File: src/rtl/alu_pkg.sv
// Shared ALU definitions: operation encoding and default datapath width.
package alu_pkg;

  localparam int ALU_WIDTH = 32;

  typedef enum logic [2:0] {
    ALU_AND  = 3'b000,
    ALU_OR   = 3'b001,
    ALU_ADD  = 3'b010,
    ALU_SLTU = 3'b011,
    ALU_ANDN = 3'b100,
    ALU_ORN  = 3'b101,
    ALU_SUB  = 3'b110,
    ALU_SLT  = 3'b111
  } alu_op_e;

endpackage

File: src/rtl/alu_if.sv
// Execute-stage ALU bus: operands and op select in, registered result and flags out.
interface alu_if import alu_pkg::*; #(
  parameter int WIDTH = ALU_WIDTH
) ();

  logic             in_valid;
  logic [WIDTH-1:0] a;
  logic [WIDTH-1:0] b;
  alu_op_e          f;
  logic [WIDTH-1:0] y;
  logic             zero;
  logic             overflow;
  logic             out_valid;

  modport master (
    output in_valid, a, b, f,
    input  y, zero, overflow, out_valid
  );

  modport slave (
    input  in_valid, a, b, f,
    output y, zero, overflow, out_valid
  );

endinterface

File: src/rtl/alu_core.sv
// Combinational ALU datapath: operand inversion, shared adder, logic ops,
// set-less-than compares and signed overflow detect.
module alu_core import alu_pkg::*; #(
  parameter int WIDTH = ALU_WIDTH
) (
  input  logic [WIDTH-1:0] a_i,
  input  logic [WIDTH-1:0] b_i,
  input  alu_op_e          op_i,
  output logic [WIDTH-1:0] y_o,
  output logic             ovf_o
);

  localparam int MSB = WIDTH - 1;

  logic             subtract;
  logic [WIDTH-1:0] bMux;
  logic [WIDTH-1:0] sum;
  logic             carryOut;
  logic             addOvf;
  logic             sltBit;

  // SLTU also routes through the subtracting adder so its borrow comes from one carry chain.
  always_comb begin
    subtract          = op_i[2] | (op_i[1:0] == 2'b11);
    bMux              = subtract ? ~b_i : b_i;
    {carryOut, sum}   = {1'b0, a_i} + {1'b0, bMux} + {{WIDTH{1'b0}}, subtract};
    addOvf            = (a_i[MSB] == bMux[MSB]) && (sum[MSB] != a_i[MSB]);
    sltBit            = sum[MSB] ^ addOvf;
  end

  always_comb begin
    y_o   = '0;
    ovf_o = 1'b0;
    case (op_i)
      ALU_AND:  y_o = a_i & b_i;
      ALU_OR:   y_o = a_i | b_i;
      ALU_ADD:  begin
        y_o   = sum;
        ovf_o = addOvf;
      end
      ALU_SLTU: y_o = {{(WIDTH-1){1'b0}}, ~carryOut};
      ALU_ANDN: y_o = a_i & ~b_i;
      ALU_ORN:  y_o = a_i | ~b_i;
      ALU_SUB:  begin
        y_o   = sum;
        ovf_o = addOvf;
      end
      ALU_SLT:  y_o = {{(WIDTH-1){1'b0}}, sltBit};
      default:  y_o = '0;
    endcase
  end

endmodule

File: src/rtl/alu.sv
// Registered execute-stage ALU: one-cycle latency, result/flags hold while idle.
module alu import alu_pkg::*; #(
  parameter int WIDTH = ALU_WIDTH
) (
  input  logic  clk,
  input  logic  rst,
  alu_if.slave  bus
);

  logic [WIDTH-1:0] coreY;
  logic             coreOvf;
  logic [WIDTH-1:0] y_d, y_q;
  logic             zero_d, zero_q;
  logic             ovf_d, ovf_q;
  logic             valid_q;

  alu_core #(.WIDTH(WIDTH)) u_core (
    .a_i   (bus.a),
    .b_i   (bus.b),
    .op_i  (bus.f),
    .y_o   (coreY),
    .ovf_o (coreOvf)
  );

  // Zero is derived from the incoming result so it is registered alongside Y.
  always_comb begin
    y_d    = y_q;
    zero_d = zero_q;
    ovf_d  = ovf_q;
    if (bus.in_valid) begin
      y_d    = coreY;
      zero_d = (coreY == '0);
      ovf_d  = coreOvf;
    end
  end

  always_ff @(posedge clk or posedge rst) begin
    if (rst) begin
      y_q     <= '0;
      zero_q  <= 1'b1;
      ovf_q   <= 1'b0;
      valid_q <= 1'b0;
    end else begin
      y_q     <= y_d;
      zero_q  <= zero_d;
      ovf_q   <= ovf_d;
      valid_q <= bus.in_valid;
    end
  end

  assign bus.y         = y_q;
  assign bus.zero      = zero_q;
  assign bus.overflow  = ovf_q;
  assign bus.out_valid = valid_q;

endmodule

File: src/flat_wrapper.sv
// flat-port wrapper written by rule: the top's interface ports become plain ports
module alu_flat import alu_pkg::*;
#(
  parameter int WIDTH = ALU_WIDTH
)
  (clk, rst, bus_in_valid, bus_a, bus_b, bus_f, bus_y, bus_zero, bus_overflow, bus_out_valid);
  alu_if #(.WIDTH(WIDTH)) bus_i ();
  input  logic clk;
  input  logic rst;
  input wire logic [$bits(bus_i.in_valid)-1:0] bus_in_valid;
  input wire logic [$bits(bus_i.a)-1:0] bus_a;
  input wire logic [$bits(bus_i.b)-1:0] bus_b;
  input wire logic [$bits(bus_i.f)-1:0] bus_f;
  output wire logic [$bits(bus_i.y)-1:0] bus_y;
  output wire logic [$bits(bus_i.zero)-1:0] bus_zero;
  output wire logic [$bits(bus_i.overflow)-1:0] bus_overflow;
  output wire logic [$bits(bus_i.out_valid)-1:0] bus_out_valid;
  assign bus_i.in_valid = bus_in_valid;
  assign bus_i.a = bus_a;
  assign bus_i.b = bus_b;
  assign bus_i.f = bus_f;
  assign bus_y = bus_i.y;
  assign bus_zero = bus_i.zero;
  assign bus_overflow = bus_i.overflow;
  assign bus_out_valid = bus_i.out_valid;
  alu #(.WIDTH(WIDTH)) u_core (.clk(clk), .rst(rst), .bus(bus_i));
endmodule
File: config.mk
export PLATFORM = sky130hd
export DESIGN_NAME = alu_flat
export DESIGN_NICKNAME = d
export VERILOG_FILES = /design/src/rtl/alu_pkg.sv /design/src/rtl/alu_if.sv /design/src/rtl/alu_core.sv /design/src/rtl/alu.sv /design/src/flat_wrapper.sv
export SDC_FILE = /design/constraint.sdc
export NUM_CORES = 1
export LEC_CHECK = 0
export CAP_MARGIN = 30
export CORE_MARGIN = 8
export CORE_UTILIZATION = 30
export CTS_BUF_LIST = sky130_fd_sc_hd__clkbuf_8
export CTS_CLUSTER_DIAMETER = 60
export DETAILED_ROUTE_END_ITERATION = 7
export GPL_TIMING_DRIVEN = 0
export SETUP_SLACK_MARGIN = 0.02
export SLEW_MARGIN = 25
export SYNTH_ARGS = -nofsm -noshare
export SYNTH_HDL_FRONTEND = slang
export SYNTH_SLANG_ARGS = --single-unit
File: constraint.sdc
create_clock -name clk -period 1.25 [get_ports clk]
set_clock_uncertainty 0.2 [all_clocks]
set_input_delay 0.125 -clock clk [delete_from_list [all_inputs] [get_ports clk]]
set_output_delay 0.125 -clock clk [all_outputs]
set_load 0.01 [all_outputs]
**Yosys cells after proc, flatten, opt, wreduce, memory -nomap -nowiden**

Cells that the tools add are included.

- Bits in registers: 35
- Word-level logic and storage cells: 31
- Bits of input ports: 70
- Output and inout bits: 35

- Reduce and logical (&&, ||, !) cells: 4
- Add/sub/neg operators: 2
- Equal/unequal tests: 10
- Bitwise logic cells: 8
- Mux-type cells: 3

Operators with widths:

| kind | number |
|---|---|
| $pmux W32 S7 | 1 |
| $and A32 B32 Y32 | 2 |
| $or A32 B32 Y32 | 2 |
| $add A32 B32 Y33 | 1 |
| $add A33 B1 Y33 | 1 |
| $logic_not A32 Y1 | 1 |
| $mux W32 | 1 |
| $not A32 Y32 | 1 |
| $eq A3 B3 Y1 const B | 4 |
| $eq A3 B2 Y1 const B | 2 |
| $eq A3 B1 Y1 const B | 1 |
| $logic_not A3 Y1 | 1 |
| $eq A2 B2 Y1 const B | 1 |
| $reduce_or A2 Y1 | 1 |
| $eq A1 B1 Y1 | 1 |
| $logic_and A1 B1 Y1 | 1 |
| $mux W1 | 1 |
| $ne A1 B1 Y1 | 1 |
| $not A1 Y1 | 1 |
| $or A1 B1 Y1 | 1 |
| $xor A1 B1 Y1 | 1 |

**Longest topological paths before layout**

Gate-level depths: netlist of run 1.

- Word-level depth: 10
- Gate-level depth with buffers: 18
- Mapped depth without buffers: 14

**Modules after synthesis**

A second synthesis of run 1 with hierarchy kept.

- Cell total of the unflattened synthesis: 490
- Area total of the unflattened synthesis: 4335.4 sq um

By module, submodules not included:

| module | cells each | times used | seq. area each (sq um) | area each (sq um) |
|---|---|---|---|---|
| alu_core | 404 | 1 | 0.0 | 2961.6 |
| alu | 86 | 1 | 877.1 | 1373.8 |

**Worst setup path after synthesis of run 1**

OpenSTA, ideal clock, no wires.

- Kind: input-to-reg
- Start point: input bus_f[2]
- End point: register u_core.zero_q, in the netlist u_core.bus.zero
- Setup time: 97 ps
- Stages on the path: 18
- Path buffers: 5
- Slack: -3469 ps
- Arrival time: 4421 ps
- Data required time: 953 ps
- Path through: buf_4 -> buf_1 -> buf_1 -> a21oi_1 -> clkbuf_1 -> xnor2_1 -> ha_1 -> buf_6 -> a21oi_2 -> o21bai_1 -> a2111oi_2 -> a211oi_1 -> a311o_1 -> a211oi_1 -> nor3b_1 -> nor4b_1 -> nand4_1 -> o41ai_2

- Cells in the longest elaborated chain, start to end: 9
- Elaborated cells on any way between the ends: 20
- Classes of those cells: 2 x add/sub; 9 x eq/ne; 2 x mux; 3 x bitwise; 4 x reduce/logical

Ends and longest elaborated chain:

| item | line | text |
|---|---|---|
| start, declared | flat_wrapper.sv:13 | `input wire logic [$bits(bus_i.f)-1:0] bus_f;` |
| $or A1 B1 Y1 | alu_core.sv:24 | `subtract = op_i[2] \| (op_i[1:0] == 2'b11);` |
| $mux W32 | alu_core.sv:25 | `bMux = subtract ? ~b_i : b_i;` |
| $add A32 B32 Y33 | alu_core.sv:26 | `{carryOut, sum} = {1'b0, a_i} + {1'b0, bMux} + {{WIDTH{1'b0}}, subtract};` |
| $add A33 B1 Y33 | alu_core.sv:26 |  |
| $ne A1 B1 Y1 | alu_core.sv:27 | `addOvf = (a_i[MSB] == bMux[MSB]) && (sum[MSB] != a_i[MSB]);` |
| $logic_and A1 B1 Y1 | alu_core.sv:27 |  |
| $xor A1 B1 Y1 | alu_core.sv:28 | `sltBit = sum[MSB] ^ addOvf;` |
| $pmux W32 S7 (*) | alu_core.sv:34 | `case (op_i)` |
| $logic_not A32 Y1 (*) | alu.sv:32 | `zero_d = (coreY == '0);` |
| end signal, assigned | alu.sv:45 | `zero_q <= zero_d;` |
| end, declared | alu.sv:13 | `logic zero_d, zero_q;` |

Mark *: on every way between the ends. The rest lies on a longest branch, timed or not.
A chain may end at the register's enable or synchronous reset.

**Final worst setup path of run 1**

- Start point: input bus_f[0]
- End point: register u_core.zero_q, in the netlist u_core.bus.zero

- Cells in the longest elaborated chain, start to end: 10
- Elaborated cells on any way between the ends: 21
- Classes of those cells: 2 x add/sub; 10 x eq/ne; 2 x mux; 3 x bitwise; 4 x reduce/logical

Ends and longest elaborated chain:

| item | line |
|---|---|
| $eq A2 B2 Y1 | alu_core.sv:24 |
| $or A1 B1 Y1 | alu_core.sv:24 |
| $mux W32 | alu_core.sv:25 |
| $add A32 B32 Y33 | alu_core.sv:26 |
| $add A33 B1 Y33 | alu_core.sv:26 |
| $ne A1 B1 Y1 | alu_core.sv:27 |
| $logic_and A1 B1 Y1 | alu_core.sv:27 |
| $xor A1 B1 Y1 | alu_core.sv:28 |
| $pmux W32 S7 (*) | alu_core.sv:34 |
| $logic_not A32 Y1 (*) | alu.sv:32 |

Marked as above.

==> results of run 1 <==
==> cell type report <==
class                           count  area [µm²]  area share
Multi-Input combinational cell    488        4440       0.589
Sequential cell                    35         877       0.116
Inverter                           11        41.3     0.00547
Timing Repair Buffer              182        1540       0.204
Clock inverter                      3        16.3     0.00216
Buffer                             29         328      0.0435
Clock buffer                        5        68.8     0.00912
Tap cell                          188         235      0.0312
==> synthesized netlist by cell type, types with 11 or more instances <==
cell type and n:
o21ai_0 34, nor2_1 39, ha_1 34, xor2_1 41
inv_1 11, xnor2_1 40, nand2_1 41, dfrtp_1 34
clkbuf_1 25, nand4_1 11, a21o_1 14, maj3_1 26
a21oi_1 55, mux2_2 14
==> where the power goes <==
| group | internal, µW | switching (µW) |
|---|---|---|
| Sequential | 1320 | 109 |
| Clock | 381 | 414 |
| Combinational | 2290 | 2430 |
==> per-layer routing <==
metal | vias to the layer above | wire (µm) | track usage
li1 | 2464 | - | -
met1 | 2507 | 8170 | 0.225
met2 | 195 | 9440 | 0.329
met3 | 43 | 919 | 0.0342
met4 | 0 | 822 | 0.0786
met5 | - | 0 | 0
==> state kept, by name (all words and copies together) (netlist names) <==
signal / count
u_core.bus.out_valid: 1
u_core.bus.overflow: 1
u_core.bus.y: 32
u_core.bus.zero: 1
==> metrics by stage <==
step           instances  hold slack, ns  utilization  worst slack, ns
4_1_cts              914           0.103        0.472            -2.74
3_5_place_dp         856           0.295        0.403            -3.97
6_report             941          0.0871        0.502            -2.66
3_3_place_gp         856           0.294        0.403            -3.89
5_1_grt              941           0.112        0.502            -2.81
2_1_floorplan        565         -0.0436            -            -2.48
==> cell usage in the layout, fill, tap and decap left out, types with 20 or more instances in the layout <==
cell and instances:
buf_4 67, clkdlybuf4s50_1 66, nand2_1 37, xor2_1 36
nor2_1 36, dfrtp_1 34, a21oi_1 32, buf_2 31
xnor2_1 30, maj3_1 26, o21ai_0 25, ha_1 20
==> kinds of logic after synthesis <==
kind of cell,count (synthesis),share of synthesized area
fa+ha+maj,61,0.155
compound gates,188,0.271
flops,35,0.192
mux,16,0.0389
xor+xnor,81,0.155
buf+inv,42,0.0370
simple gates,142,0.151
==> worst paths after layout <==
| check | start | endpoint | slack [ns] | cells after the start |
|---|---|---|---|---|
| worst max-delay path | bus_f[0] | u_core.bus.zero | -2.66 | 19 |
| worst min-delay path | rst | u_core.bus.y[27] | 0.09 | 2 |
| worst max register to register | u_core.bus.y[3] | u_core.bus.y[3] | 0.19 | 3 |
| worst min register to register | u_core.bus.y[30] | u_core.bus.y[30] | 0.31 | 1 |
| max in group asynchronous | rst | u_core.bus.y[21] | 0.30 | 2 |
| min in group clk | bus_in_valid | u_core.bus.out_valid | 0.11 | 1 |
==> repair_timing <==
item / CTS / global route
setup buffers: 51 / 28
setup endpoints to repair: 69 / 48
pin swaps: 66 / 62
gates resized for setup: 252 / 75
endpoints found under the hold margin: 0 / 0
gates cloned: 0 / 1
==> run_results.csv, run 1 <==
group,metric,value,unit
outcome,status,"finished with violations",
outcome,violations,"setup timing",
timing,fin_crit,3.91,ns
clock_tree,ctsHoldBuffers,0,
clock_tree,cts.clk_slew.worst_paths,0.07,ns
clock_tree,cts.sinks,35,
grt,grt_pass1_wl,29700,µm
synth,syn_nets,670,
floorplanning,num_rows,45,
power,leakage,0.00303,µW
synth,syn_area,4560,µm²
floorplanning,die_area,19400,µm²
grt,grt_overflow,0,
run,max-cap-violations,0,
drt,via_per_inst,5.54,
grt,grt_max_degree,36,
timing,period_share,3.13,
synth,ys.flop_type,"dfrtp_1",
timing,worst_slack,-2.66,ns
timing,worst_slew_pin_slew,0.842,ns
clock_tree,cts-htree-levels,2,
clock_tree,cts_root_buf,"clkbuf_8",
finish,diodes,0,
power,vdd_drop_max,487,µV
clock_tree,cts_tree,"yes",
timing,finalMaxSlewViolations,0,
synth,syn_area_per_cell,8.08,µm²
synth,netlist_instances,565,
timing,hold_viol_final,0,
grt,grt_use_total,0.189,
drt,drc,0,
critical_path,crit_buf_inv,6,
timing,fmax,256,MHz
critical_path,critical_path.max_fanout,6,
critical_path,crit_path_cell_trace,"buf_12 > clkbuf_16 > clkbuf_16 > clkbuf_16 > a21oi_4 > buf_12 > clkbuf_16 > xnor2_1 > ha_2 > a21oi_4 > o21a_1 > o221a_4 > a21oi_4 > or3_4 > a311oi_2 > nand4_1 > nor4_2 > nand4_1 > o41ai_2",
drt,ant_nets,0,
power,power,6940,µW
floorplanning,io_pins,105,
critical_path,crit_path_end_kind,"register",
critical_path,cp_common_cell,"clkbuf_16",
placement,dp_hpwl,14500,µm
finish,finalInstanceArea,7540,µm²
critical_path,path_class,"input port to register",
power,p_per_area,920,nW/µm²
synth,synth.distinct_cells,65,
critical_path,worstPathRequired,1.24,ns
finish,nFillCells,1394,
synth,synth_edf_count,0,
finish,syn2layout_area_growth,65.3,%
timing,grt_setup_unrepaired,"true",
placement,io_buffers,103,
finish,drive_gt1_frac,0.381,
drt,firstDrtPassIters,5,
critical_path,crit_arrival,3.90,ns
critical_path,cp-start-kind,"input port",
finish,fin_nets,857,
placement,place_congestion,0.959,
grt,first_global_vias,5505,
synth,yosys_warnings,0,
clock_tree,clockBufferDepth,2,
synth,ys_seq_area_frac,0.192,
drt,finalWirelength,19400,µm
critical_path,cp_slowest_cell,"ha_2",
worst_hold_path,hp-class,"input port to async pin",
synth,synth_top_area_share,0.186,
synth,synth_area_leader_cell,"dfrtp_1",
timing,setup_viol,34,
critical_path,slowest_delay,0.35,ns
drt,drt_iter0_drc,299,
clock_tree,numCtsBuffers,5,
critical_path,path_delay_family,"compound AO/OA/AOI/OAI gates",
timing,relSlewSlack,0.439,
clock_tree,worst_skew_pair.late_latency,0.28,ns
drt,wl_per_cell,20.6,µm
grt,antenna_found_initial,0,
floorplanning,start_util,0.304,
synth,ys_ff_latch,35,
floorplanning,die_w,139,µm
floorplanning,core_area,15000,µm²
synth,synthArstFlopShare,1.00,
synth,synthTopCellsByArea,"dfrtp_1 (19%), ha_1 (9.3%), xor2_1 (7.9%), xnor2_1 (7.7%), a21oi_1 (6.0%)",
floorplanning,die_y,139,µm
placement,place_area,6050,µm²
timing,fin_tns_setup,-65.13,ns
drt,vias,5209,
Note: power is estimated with default switching activity, not from simulation.
==> inputs of run 2 (changes only) <==
Settings changed: CORE_UTILIZATION 30 to 25.
==> run_results.csv, run 2 (synthesized netlist as in run 1, its figures left out) <==
group,metric,value,unit
outcome,status,"finished with violations",
outcome,violations,"setup timing",
placement,io_buffers,103,
power,internal-power,4250,µW
critical_path,ff2ff_path_depth,2,
placement,post-place-ws,-3.95,ns
power,seq_power_share,0.197,
critical_path,crit_path_end_kind,"register",
timing,worst_slack,-2.71,ns
critical_path,crit_arrival,3.98,ns
floorplanning,num_rows,49,
power,combPwrFrac,0.628,
timing,worst_slew_pin_slew,0.810,ns
finish,fin_nets,841,
grt,first_global_vias,5132,
timing,relSlewSlack,0.460,
timing,fin_crit,3.96,ns
clock_tree,cts.sinks,35,
floorplanning,die_y,151,µm
finish,layout_common_cells,"clkdlybuf4s50_1 (65), buf_4 (50), xor2_1 (39), nor2_1 (39), a21oi_1 (36)",
worst_hold_path,hp-class,"input port to async pin",
floorplanning,start_util,0.254,
drt,via_per_inst,5.43,
grt,grt_overflow,0,
clock_tree,numCtsBuffers,5,
clock_tree,worst_skew_pair.late_latency,0.30,ns
grt,grt_max_degree,36,
finish,final_common_cell,"clkdlybuf4s50_1",
finish,finalInstanceArea,7400,µm²
timing,finalMaxSlewViolations,0,
critical_path,cp-endpoint,"u_core.bus.zero",
finish,syn2layout_area_growth,62.3,%
power,p_per_area,969,nW/µm²
power,vdd_drop_max,571,µV
critical_path,reg2reg_slack,0.16,ns
critical_path,r2r_start,"u_core.bus.y[24]",
critical_path,cp-start-kind,"input port",
timing,setup_viol,35,
drt,firstDrtPassIters,5,
finish,finalNonFillerCells,966,
finish,multi_input_area,4330,µm²
timing,hold_viol_final,0,
power,power.share.clock,0.175,
floorplanning,core_area,18000,µm²
drt,highest_layer,"met4",
power,leakage,0.00296,µW
placement,dp_hpwl,14200,µm
critical_path,reg2reg_to,"u_core.bus.y[24]",
grt,grt_use_total,0.161,
floorplanning,die_w,151,µm
finish,largest_reg_flops,32,
grt,grt_pass1_wl,28400,µm
timing,period_share,3.17,
clock_tree,clockBufferDepth,2,
run,max-cap-violations,0,
drt,drc,0,
drt,drt_iter0_drc,247,
drt,finalWirelength,19400,µm
placement,dp_cells,897,
power,power_switching,2920,µW
finish,drive_gt1_frac,0.353,
clock_tree,cts_root_buf,"clkbuf_8",
drt,wl_met1,8000,µm
clock_tree,cts_tree,"yes",
power,power_switching_share,0.407,
placement,place_congestion,0.924,
finish,diodes,0,
finish,seq_area,877,µm²
critical_path,setup.worst_path.start,"bus_f[0]",
finish,nFillCells,1766,
clock_tree,cts-htree-levels,2,
drt,vias,5250,
critical_path,path_class,"input port to register",
placement,place_area,6100,µm²
timing,grt_setup_unrepaired,"true",
floorplanning,io_pins,105,
timing,fmax,253,MHz
grt,antenna_found_initial,0,
drt,wl_per_cell,20.0,µm
critical_path,critical_path.max_fanout,6,
floorplanning,die_area,22800,µm²
critical_path,worstPathRequired,1.27,ns
drt,ant_nets,0,
drt,routed-wl-met2,9040,µm
drt,wl_met3,1600,µm
clock_tree,cts.clk_slew.worst_paths,0.08,ns
==> run 2: cell type report <==
| cell class | instances | share of cell area |
|---|---|---|
| Buffer | 29 | 0.0431 |
| Clock buffer | 5 | 0.00929 |
| Clock inverter | 3 | 0.00912 |
| Inverter | 11 | 0.00591 |
| Multi-Input combinational cell | 488 | 0.585 |
| Sequential cell | 35 | 0.118 |
| Tap cell | 229 | 0.0387 |
| Timing Repair Buffer | 166 | 0.191 |
==> run 2: metrics by stage <==
step / setup TNS, ns / power, µW / hold slack (ns) / util
6_report: -64.02 / 7170 / 0.0660 / 0.412
2_1_floorplan: -57.68 / 3650 / -0.0436 / -
5_1_grt: -66.22 / 7580 / 0.0652 / 0.412
3_5_place_dp: -103.21 / 4910 / 0.289 / 0.340
3_3_place_gp: -123.20 / 4900 / 0.286 / 0.340
4_1_cts: -63.25 / 6610 / 0.0796 / 0.384
==> run 2: power groups by stage <==
stage / logic [µW] / clock network, µW / registers (µW)
3_5_place_dp: 3470 / 0 / 1440
2_1_floorplan: 2130 / 0 / 1510
3_3_place_gp: 3460 / 0 / 1440
4_1_cts: 3920 / 1270 / 1410
6_report: 4510 / 1260 / 1410
5_1_grt: 4810 / 1340 / 1440
==> run 2: worst min path at each step <==
| stage | from | to | slack (ns) |
|---|---|---|---|
| 2_1_floorplan | bus_in_valid | u_core.bus.out_valid | -0.04 |
| 3_3_place_gp | u_core.bus.y[2] | u_core.bus.y[2] | 0.29 |
| 3_5_place_dp | u_core.bus.y[19] | u_core.bus.y[19] | 0.29 |
| 4_1_cts | bus_in_valid | u_core.bus.out_valid | 0.08 |
| 5_1_grt | bus_in_valid | u_core.bus.out_valid | 0.07 |
| 6_report | rst | u_core.bus.y[26] | 0.07 |
==> run 2: worst max-delay path, stage by stage <==
cell	delay, ns
buf_12	0.10
clkbuf_16	0.14
clkbuf_16	0.15
clkbuf_16	0.14
a21oi_4	0.14
buf_12	0.14
clkbuf_16	0.16
xnor2_1	0.13
ha_2	0.34
a21oi_4	0.29
o21a_1	0.20
o221a_4	0.25
a21oi_4	0.07
or3_1	0.35
a311oi_2	0.30
nand4_1	0.20
nor4_2	0.27
nand4_1	0.18
o41ai_2	0.29
==> run 2: metal layers <==
layer | track usage | vias to the layer above
met5 | 0 | -
met4 | 0.0599 | 0
met3 | 0.0367 | 49
met2 | 0.266 | 252
met1 | 0.200 | 2517
li1 | - | 2432
==> run 2: what timing repair did <==
| action | 4_1_cts | 5_1_grt |
|---|---|---|
| buffers inserted | 42 | 22 |
| gates cloned | 1 | 0 |
| resized for setup | 238 | 75 |
| hold buffers | 0 | 0 |
| pin swaps | 42 | 78 |
| setup endpoints to repair | 69 | 35 |
